File: config.mk
export PLATFORM = sky130hd
export DESIGN_NAME = uart_rx
export DESIGN_NICKNAME = d
export VERILOG_FILES = /design/src/rtl/uart_rx_pkg.sv /design/src/rtl/uart_sync.sv /design/src/rtl/uart_rx.sv
export SDC_FILE = /design/constraint.sdc
export NUM_CORES = 1
export LEC_CHECK = 0
export ABC_AREA = 1
export ABC_CLOCK_PERIOD_IN_PS = 2400
export CAP_MARGIN = 20
export CORE_MARGIN = 2
export CORE_UTILIZATION = 35
export DETAILED_ROUTE_END_ITERATION = 10
export SLEW_MARGIN = 15
export SYNTH_ARGS = -nofsm -noshare
export SYNTH_HDL_FRONTEND = slang
export SYNTH_SLANG_ARGS = --single-unit
File: constraint.sdc
create_clock -name clk -period 2.4 [get_ports clk]
set_input_delay 0.48 -clock clk [delete_from_list [all_inputs] [get_ports clk]]
set_output_delay 0.48 -clock clk [all_outputs]
set_load 0.05 [all_outputs]
File: src/rtl/uart_rx_pkg.sv
// Shared UART receiver definitions: state encodings, field widths and the
// helper that derives the mid-bit counter load from the divider rate.
`timescale 1ns/1ps
package uart_rx_pkg;

    localparam logic ENABLE  = 1'b1;
    localparam logic DISABLE = 1'b0;

    localparam int BYTE_DATA_W      = 8;
    localparam int UART_STATE_W     = 2;
    localparam int UART_DIV_CNT_W   = 9;
    localparam int UART_BIT_CNT_W   = 4;
    localparam int UART_BIT_CNT_MSB = 7;

    localparam logic [UART_STATE_W-1:0] UART_RX_IDLE  = 2'd0;
    localparam logic [UART_STATE_W-1:0] UART_RX_START = 2'd1;
    localparam logic [UART_STATE_W-1:0] UART_RX_DATA  = 2'd2;
    localparam logic [UART_STATE_W-1:0] UART_RX_STOP  = 2'd3;

    // Counter load that lands the first sample in the middle of the start bit.
    function automatic logic [UART_DIV_CNT_W-1:0] uart_div_rate_half(input int unsigned div_rate);
        return UART_DIV_CNT_W'(div_rate / 2);
    endfunction

endpackage

File: src/rtl/uart_sync.sv
// N-flop synchroniser for asynchronous inputs; resets to 1 so an idle-high
// line does not look like an edge coming out of reset.
`timescale 1ns/1ps
module uart_sync #(
    parameter int unsigned STAGES = 2
) (
    input  logic clk,
    input  logic reset,
    input  logic d,
    output logic q
);

    logic [STAGES-1:0] sync_q;
    logic [STAGES-1:0] sync_d;

    always_comb begin
        sync_d    = sync_q << 1;
        sync_d[0] = d;
    end

    always_ff @(posedge clk) begin
        if (reset) begin
            sync_q <= '1;
        end else begin
            sync_q <= sync_d;
        end
    end

    assign q = sync_q[STAGES-1];

endmodule

File: src/rtl/uart_rx.sv
// 8N1 UART receiver: mid-bit sampling of the synchronised rx line, one-cycle
// rx_end strobe per byte, framing error flagged when the stop bit reads 0.
`timescale 1ns/1ps
module uart_rx
    import uart_rx_pkg::*;
#(
    parameter int unsigned DIV_RATE    = 260,
    parameter int unsigned SYNC_STAGES = 2
) (
    input  logic                   clk,
    input  logic                   reset,
    input  logic                   rx,
    output logic                   rx_busy,
    output logic                   rx_end,
    output logic [BYTE_DATA_W-1:0] rx_data,
    output logic                   rx_err
);

    localparam logic [UART_DIV_CNT_W-1:0] DIV_FULL = UART_DIV_CNT_W'(DIV_RATE);
    localparam logic [UART_DIV_CNT_W-1:0] DIV_HALF = uart_div_rate_half(DIV_RATE);

    logic                      rx_s;
    logic [UART_STATE_W-1:0]   state_q,   state_d;
    logic [UART_DIV_CNT_W-1:0] div_cnt_q, div_cnt_d;
    logic [UART_BIT_CNT_W-1:0] bit_cnt_q, bit_cnt_d;
    logic [BYTE_DATA_W-1:0]    sh_reg_q,  sh_reg_d;
    logic [BYTE_DATA_W-1:0]    rx_data_q, rx_data_d;
    logic                      rx_err_q,  rx_err_d;
    logic                      rx_end_q,  rx_end_d;
    logic                      tick;

    uart_sync #(
        .STAGES (SYNC_STAGES)
    ) u_sync (
        .clk   (clk),
        .reset (reset),
        .d     (rx),
        .q     (rx_s)
    );

    assign tick = (div_cnt_q == '0);

    always_comb begin
        state_d   = state_q;
        div_cnt_d = div_cnt_q;
        bit_cnt_d = bit_cnt_q;
        sh_reg_d  = sh_reg_q;
        rx_data_d = rx_data_q;
        rx_err_d  = rx_err_q;
        rx_end_d  = DISABLE;

        case (state_q)
            UART_RX_IDLE: begin
                if (!rx_s) begin
                    state_d   = UART_RX_START;
                    div_cnt_d = DIV_HALF;
                end
            end
            UART_RX_START: begin
                if (!tick) begin
                    div_cnt_d = div_cnt_q - 1'b1;
                end else if (!rx_s) begin
                    state_d   = UART_RX_DATA;
                    div_cnt_d = DIV_FULL;
                    bit_cnt_d = '0;
                end else begin
                    // Line went back high before mid-start: treat as a glitch.
                    state_d = UART_RX_IDLE;
                end
            end
            UART_RX_DATA: begin
                if (!tick) begin
                    div_cnt_d = div_cnt_q - 1'b1;
                end else begin
                    sh_reg_d  = {rx_s, sh_reg_q[BYTE_DATA_W-1:1]};
                    bit_cnt_d = bit_cnt_q + 1'b1;
                    div_cnt_d = DIV_FULL;
                    if (bit_cnt_q == UART_BIT_CNT_W'(UART_BIT_CNT_MSB)) begin
                        state_d = UART_RX_STOP;
                    end
                end
            end
            UART_RX_STOP: begin
                if (!tick) begin
                    div_cnt_d = div_cnt_q - 1'b1;
                end else begin
                    rx_data_d = sh_reg_q;
                    rx_err_d  = ~rx_s;
                    rx_end_d  = ENABLE;
                    state_d   = UART_RX_IDLE;
                end
            end
            default: begin
                state_d = UART_RX_IDLE;
            end
        endcase
    end

    always_ff @(posedge clk) begin
        if (reset) begin
            state_q   <= UART_RX_IDLE;
            div_cnt_q <= DIV_HALF;
            bit_cnt_q <= '0;
            sh_reg_q  <= '0;
            rx_data_q <= '0;
            rx_err_q  <= DISABLE;
            rx_end_q  <= DISABLE;
        end else begin
            state_q   <= state_d;
            div_cnt_q <= div_cnt_d;
            bit_cnt_q <= bit_cnt_d;
            sh_reg_q  <= sh_reg_d;
            rx_data_q <= rx_data_d;
            rx_err_q  <= rx_err_d;
            rx_end_q  <= rx_end_d;
        end
    end

    assign rx_busy = (state_q != UART_RX_IDLE);
    assign rx_end  = rx_end_q;
    assign rx_data = rx_data_q;
    assign rx_err  = rx_err_q;

endmodule

---- After elaboration in Yosys (flattened, before gate mapping) ----
Cells that the tools add are included.
storage, ports and cells
  flip-flop bits (word level) ............. 35
  input port bits ......................... 3
  output and inout bits ................... 11
  logic and storage cells ................. 52
operators by class
  $add $sub $neg .......................... 2
  equal/unequal tests ..................... 12
  multiplexer cells ....................... 18
  bitwise logic cells ..................... 2
  reductions and logical operators ........ 10
operators by type and width
  operator               number
  $mux W9                5
  $pmux W9 S4            1
  $ne A2 B2 Y1 const B   7
  $mux W2                6
  $mux W4                3
  $logic_not A9 Y1       1
  $sub A9 B1 Y9 const B  1
  $pmux W2 S4            1
  $pmux W4 S2            1
  $reduce_and A5 Y1      1
  $add A4 B1 Y4 const B  1
  $eq A2 B2 Y1 const B   2
  $eq A4 B3 Y1 const B   1
  $reduce_and A2 Y1      2
  $reduce_and A4 Y1      1
  $reduce_bool A2 Y1     2
  $ne A3 B3 Y1 const B   1
  $reduce_and A3 Y1      1
  $eq A2 B1 Y1 const B   1
  $logic_not A2 Y1       1
  $not A1 Y1             2
  $reduce_or A2 Y1       1
  $mux W1                1

---- Logic depth before layout (Yosys ltp) ----
Gate-level depths: netlist of run 1.
  word-level depth ........................ 4
  gate-level depth with buffers ........... 11

---- By module ----
From an unflattened synthesis of run 1, not the netlist that was laid out.
unflattened totals
  cells, all modules ...................... 252
  area, all modules ....................... 1841.8 um2
by module, submodules not included
  module     instances  cells each  area each (um2)  seq. area each (um2)
  uart_rx    1          245         1783.0           660.6
  uart_sync  1          7           58.8             40.0

---- Worst setup path before layout of run 1 ----
Ideal clock, no wire load.
  kind .................................... reg-to-output
  start point ............................. reg state_q[0]
  end point ............................... out rx_busy
  arrival time ............................ 1.013 ns
  required time ........................... 1.920 ns
  path slack .............................. 0.907 ns
  stages on the path, launching flop included .. 4
  path buffers ............................ 0
  cells stage by stage .................... dfxtp_1 -> inv_1 -> ha_1 -> inv_1
on the way
  cells in the longest elaborated chain, start to end .. 1
RTL lines
  what                    line            text
  start, declared         uart_rx.sv:23   logic [UART_STATE_W-1:0] state_q, state_d;
  start signal, assigned  uart_rx.sv:109  state_q <= state_d;
  $reduce_bool A2 Y1      uart_rx.sv:119  assign rx_busy = (state_q != UART_RX_IDLE);
  end, declared           uart_rx.sv:13   output logic rx_busy,
Every way passes these cells.

---- Worst setup path in the final report of run 1 ----
  start point ............................. reg rx_data_q[6] (netlist: rx_data[6])
  end point ............................... out rx_data[6]
RTL lines
  what                    line            text
  start, declared         uart_rx.sv:27   logic [BYTE_DATA_W-1:0] rx_data_q, rx_data_d;
  start signal, assigned  uart_rx.sv:113  rx_data_q <= rx_data_d;
  end, declared           uart_rx.sv:15   output logic [BYTE_DATA_W-1:0] rx_data,
No word-level cell between the ends.

==> results.tsv, run 1 <==
metric	value	unit
port_buffers	13	
cts_buffers	5	
grt_usage	14.0	%
antenna_found_initial	0	
overflow	0	
nets	258	
multi_input_area	922	um2
ir_worst_vdd	0.000433	V
power	1880	uW
powerDensity	908	nW/um2
worstReg2RegStart	div_cnt_q[0]	
clkLatencyLatePin	0.29	ns
drc	0	
cp_top_family	buffers and inverters	
gp_congestion	0.774	
outcome	finished, final reports clean	
min_period	1.91	ns
muxShareOfSynthArea	0	%
wl_per_cell	10.7	um
syn_area	1760	um2
setup_viol	0	
grt_pass1_wl	5950	um
finalMaxSlewViolations	0	
cts_tree	done	
r2r_end	sh_reg_q[4]	
hold_depth	1	
ioPinCount	14	
vias	1426	
fillers	484	
die_area	5620	um2
synth_xor_area_share	1.99	%
hold_class	reg2reg	
ys.warnings.count	0	
root_buffer	clkbuf_8	
routed_wl	3380	um
power_leakage	0.000855	uW
n_antenna_cell	0	
synth-simple-area-share	29.0	%
cts_max_path_buffers	2	
vias_per_cell	4.53	
cts_hold_buffers	0	
final_common_cell	dfxtp_1	
synth.top_cell.area_share	39.8	%
clk_pin_slew	0.07	ns
fp-row-count	25	
yosys.cell_types.count	31	
wl_met2	1470	um
critPathArrivalTime	1.43	ns
synthCells	231	
drtIter0Drc	58	
die_w	74.9	um
synthAdderAreaFrac	5.68	%
crit_type	reg2out	
dr.pass1.iters	4	
drive_gt1_share	16.1	%
clock-sinks	35	
slowest_delay	0.80	ns
wl_met3	111	um
drt-met1-wl	1740	um
start_kind	flip-flop	
tightest_slew	0.542	ns
postCtsSetupBuffers	0	
crit_fanout	2	
min_from	u_sync.sync_q[0]	
finClkSkew	0.00479	ns
end_kind	primary output	
die_h	74.9	um
core-area	4790	um2
post_cts_resized	0	
reg2reg_depth	9	
synth_nets	242	
ys_top_cells_by_area	dfxtp_1 (40%), nand2_1 (7.0%), o21ai_0 (6.3%)	
synth_compound_area_share	15.7	%
relSlewSlack	63.8	%
synth_seq_cells	35	
required	1.92	ns
syn_area_per_cell	7.63	um2
hold_viol_final	0	
first_global_vias	1356	
hold_end	u_sync.sync_q[1]	
top_layer	met4	
maxCapViolCount	0	
htreeDepth	2	
dp_hpwl	2470	um
drt.antenna.violating_nets	0	
max_freq	0.523	GHz
initial_utilization	36.8	%
grt_max_degree	24	
ff2ff_setup_slack	0.65	ns
mostFrequentLayoutCells	dfxtp_1 (35), nand2_1 (33), nor2_1 (29)	
syn2layout_area_growth	17.3	%
path_cells	clkdlybuf4s50_1	
fin_crit_sh	79.7	%
synth_top_family_by_area	simple AND/OR/NAND/NOR gates	
rsz0062_at_grt	no	
fin_tns_setup	0	ns
cp.buffers_inverters	1	
synth_top_cell_by_area	dfxtp_1	
yosysSeqAreaShare	39.8	%
crit_slowest_cell	clkdlybuf4s50_1	
final-seq-area	701	um2
==> where the power goes <==
| part | switching (uW) | internal (uW) |
|---|---|---|
| Sequential | 32.6 | 627 |
| Combinational | 452 | 233 |
| Clock | 223 | 309 |
==> sequential cells by signal, indices dropped and copies added (netlist names), named ones only <==
register,count
rx_end,1
rx_err,1
div_cnt_q,9
bit_cnt_q,4
sh_reg_q,8
state_q,1
u_sync.sync_q,2
rx_data,8
==> area by class of cell <==
class / count / area share, %
clock buffers: 5 / 3.33
well taps: 67 / 4.06
repair buffers: 14 / 6.54
multi-input cells: 161 / 44.6
inverters: 30 / 5.45
flip-flops and latches: 35 / 33.9
clock inverters: 3 / 2.12
==> cells in the mapped netlist <==
cell,n
nand2_1,33
inv_1,20
nand3_4,1
clkbuf_1,3
nand4_1,1
dfxtp_1,35
o21ai_2,1
buf_4,2
xor2_1,3
o21ai_1,1
nor3b_1,1
nand3_1,14
o21a_1,2
a21oi_2,1
inv_2,10
nor2_8,2
o21ai_0,22
nand3_2,2
nor2_1,29
o21ai_4,1
nor3_1,3
nor2_4,1
nor2_2,1
xnor2_1,1
nand2_4,3
or2_1,1
or2_2,3
o21bai_1,1
ha_1,8
nand2_2,4
a21oi_1,21
==> kinds of logic after synthesis <==
logic type | after synthesis
flip-flops | 35
adder cells (fa/ha/maj) | 8
buffers and inverters | 35
AND/OR/NAND/NOR | 99
AO/OA/AOI/OAI | 50
XOR/XNOR | 4
==> worst max-delay path by stage <==
| stage | from | end | slack, ns | cells after the start |
|---|---|---|---|---|
| final | rx_data[6] | rx_data[6] | 0.49 | 1 |
| after global routing | state_q[0] | rx_busy | 0.37 | 4 |
| after CTS | rx_data[6] | rx_data[6] | 0.47 | 1 |
| after detailed placement | reset | rx_data[0] | 0.66 | 4 |
| after global placement | reset | rx_data[0] | 0.67 | 4 |
| after floorplan | state_q[0] | rx_busy | 0.91 | 3 |
==> layer usage <==
metal | global-route usage (%) | vias up
met3 | 4.82 | 5
li1 | - | 777
met1 | 18.8 | 627
met4 | 4.76 | 0
met2 | 21.1 | 17
met5 | 0 | -
==> stage by stage <==
step | utilization (%) | area [um2] | hold slack [ns] | worst slack [ns] | std cells
floorplan | - | 1760 | 0.389 | 0.907 | 231
global placement | 40.8 | 1950 | 0.401 | 0.673 | 307
detailed placement | 40.8 | 1950 | 0.394 | 0.657 | 307
CTS | 43.2 | 2070 | 0.412 | 0.467 | 315
global route | 43.2 | 2070 | 0.426 | 0.366 | 315
finish | 43.2 | 2070 | 0.410 | 0.487 | 315
Note: power is estimated with default switching activity, not from simulation.
==> run 2, diff against run 1 <==
--- a/config.mk
+++ b/config.mk
@@ -6,7 +6,7 @@
 export NUM_CORES = 1
 export LEC_CHECK = 0
 export ABC_AREA = 1
-export ABC_CLOCK_PERIOD_IN_PS = 2400
+export ABC_CLOCK_PERIOD_IN_PS = 1900
 export CAP_MARGIN = 20
 export CORE_MARGIN = 2
 export CORE_UTILIZATION = 35
==> constraint.sdc (replaced) <==
create_clock -name clk -period 1.9 [get_ports clk]
set_input_delay 0.38 -clock clk [delete_from_list [all_inputs] [get_ports clk]]
set_output_delay 0.38 -clock clk [all_outputs]
set_load 0.05 [all_outputs]
==> run 2 against run 1 <==
- first-iteration DRC count up 16%
- count of clock-buffer cells in the layout rose by 1
- final cell count is 0.63% higher
- non-clock buffer count rose by 2
- register-to-register slack worse by 0.44 ns
- worst setup slack worse by 0.41 ns
- total power grew 31%
- cell area rose by 1.8%
- clock skew grew 0.0060 ns
- critical path depth is the same
- largest power group unchanged
- worst hold slack better by 0.015 ns
- via count up 0.14%
==> results.tsv, run 2 (same netlist as run 1, synthesis figures left out) <==
metric	value	unit	change
grt_max_degree	24		unchanged
port_buffers	13		unchanged
timing.final.ws_setup	0.0740	ns	-0.413 ns
met1_usage	19.3	%	+0.46 points
power_leakage	0.000871	uW	+1.8%
met3_usage	4.82	%	unchanged
cts_buffers	5		unchanged
dp_hpwl	2480	um	+0.15%
mostFrequentLayoutCells	dfxtp_1 (35), nand2_1 (33), nor2_1 (29)		
critPathArrivalTime	1.45	ns	+0.02 ns
rsz0062_at_grt	no		
htreeDepth	2		unchanged
finClkSkew	0.0108	ns	+0.00600 ns
start_kind	flip-flop		
hold_end	u_sync.sync_q[1]		
tightest_slew	0.503	ns	-0.0388 ns
die_h	74.9	um	unchanged
cts_tree	done		
reg2reg_depth	7		-2
clock-sinks	35		unchanged
final_common_cell	dfxtp_1		
crit_start	rx_data[5]		
dr.pass1.iters	4		unchanged
hold_viol_final	0		unchanged
grt_usage	14.0	%	about the same
core-area	4790	um2	unchanged
vias	1428		+0.14%
fin_crit_sh	96.1	%	
ioPinCount	14		unchanged
relSlewSlack	66.3	%	+2.5 points
powerDensity	1170	nW/um2	+29%
hold_class	reg2reg		
worstReg2RegStart	state_q[0]		
initial_utilization	36.8	%	unchanged
min_from	u_sync.sync_q[0]		
max_freq	0.548	GHz	
grt_pass1_wl	6010	um	+0.92%
combPwrFrac	36.8	%	+0.3 points
fp-row-count	25		unchanged
drive_gt1_share	17.2	%	+1.1 points
drt.antenna.violating_nets	0		unchanged
root_buffer	clkbuf_8		
largest-register	div_cnt_q		
outcome	finished, final reports clean		
slowest_delay	0.81	ns	about the same
pwr-share-seq	33.9	%	-1.2 points
clkLatencyLatePin	0.30	ns	about the same
required	1.52	ns	-0.40 ns
overflow	0		unchanged
hold_depth	1		unchanged
first_global_vias	1339		-1.3%
die_area	5620	um2	unchanged
wl_per_cell	10.4	um	-3.2%
gp_congestion	0.796		+2.8%
path_cells	clkdlybuf4s50_1		
finalMaxSlewViolations	0		unchanged
crit_type	reg2out		
p_int	1550	uW	+33%
finalNonFillerCells	317		+0.63%
min_period	1.83	ns	
die_w	74.9	um	unchanged
cp.buffers_inverters	1		unchanged
drtIter0Drc	67		+16%
crit_fanout	2		unchanged
placedCellCount	309		+0.65%
power	2460	uW	+31%
setup_viol	0		unchanged
n_antenna_cell	0		unchanged
routed_wl	3290	um	-2.6%
p_sw	905	uW	+28%
antenna_found_initial	0		unchanged
grt_most_used_layer	met2		
p_clk_share	29.3	%	+0.9 points
maxCapViolCount	0		unchanged
drc	0		unchanged
ir_worst_vdd	0.000567	V	+31%
largest_register_ffs	9		unchanged
pre_cts_ws	0.235	ns	-0.423 ns
vias_per_cell	4.50		-0.49%
postCtsSetupBuffers	0		unchanged
fin_tns_setup	0	ns	unchanged
crit_slowest_cell	clkdlybuf4s50_1		
end_kind	primary output		
r2r_end	bit_cnt_q[0]		
nets	260		+0.78%
syn2layout_area_growth	19.4	%	
switching_share	36.9	%	-0.85 points
cts_max_path_buffers	2		unchanged
clk_pin_slew	0.07	ns	about the same
cp_top_family	buffers and inverters		
use_met2	20.6	%	-0.49 points
ff2ff_setup_slack	0.21	ns	-0.44 ns
run 2: cell type report:
class	count	area, um2
fillers	504	2680
multi-input cells	161	922
flip-flops and latches	35	701
repair buffers	16	163
inverters	30	113
well taps	67	83.8
clock buffers	6	82.6
clock inverters	2	38.8
run 2: what timing repair did:
action | CTS | global route
hold endpoints to repair | 0 | 0
resized for setup | 0 | 1
endpoints found under the setup margin | 0 | 1
hold buffers | 0 | 0
run 2: per-layer routing:
| metal | part of all wire, % | wire length, um | up-vias |
|---|---|---|---|
| li1 | - | - | 774 |
| met1 | 52 | 1720 | 631 |
| met2 | 42 | 1390 | 17 |
| met3 | 3.9 | 129 | 6 |
| met4 | 1.6 | 54 | 0 |
| met5 | 0 | 0 | - |
run 2: how the worst max path moves through the flow:
stage | endpoint | depth (start not counted)
6_report | rx_data[5] | 1
5_1_grt | rx_data[1] | 1
4_1_cts | rx_data[5] | 1
3_5_place_dp | bit_cnt_q[0] | 7
3_3_place_gp | bit_cnt_q[0] | 7
2_1_floorplan | bit_cnt_q[0] | 7
run 2: per-stage QoR:
stage	hold WS, ns	utilization [%]	cell area, um2
after global placement	0.392	41.4	1980
after detailed placement	0.406	41.4	1980
final	0.424	43.9	2100
after CTS	0.424	43.9	2100
after floorplan	0.389	-	1760
after global routing	0.434	43.9	2100
run 2: power groups by stage:
stage          registers, uW  clock network, uW  logic [uW]
6_report                 832                720         903
3_5_place_dp             849                  0         900
3_3_place_gp             848                  0         904
4_1_cts                  832                737         904
5_1_grt                  841                771        1030
2_1_floorplan            842                  0         712
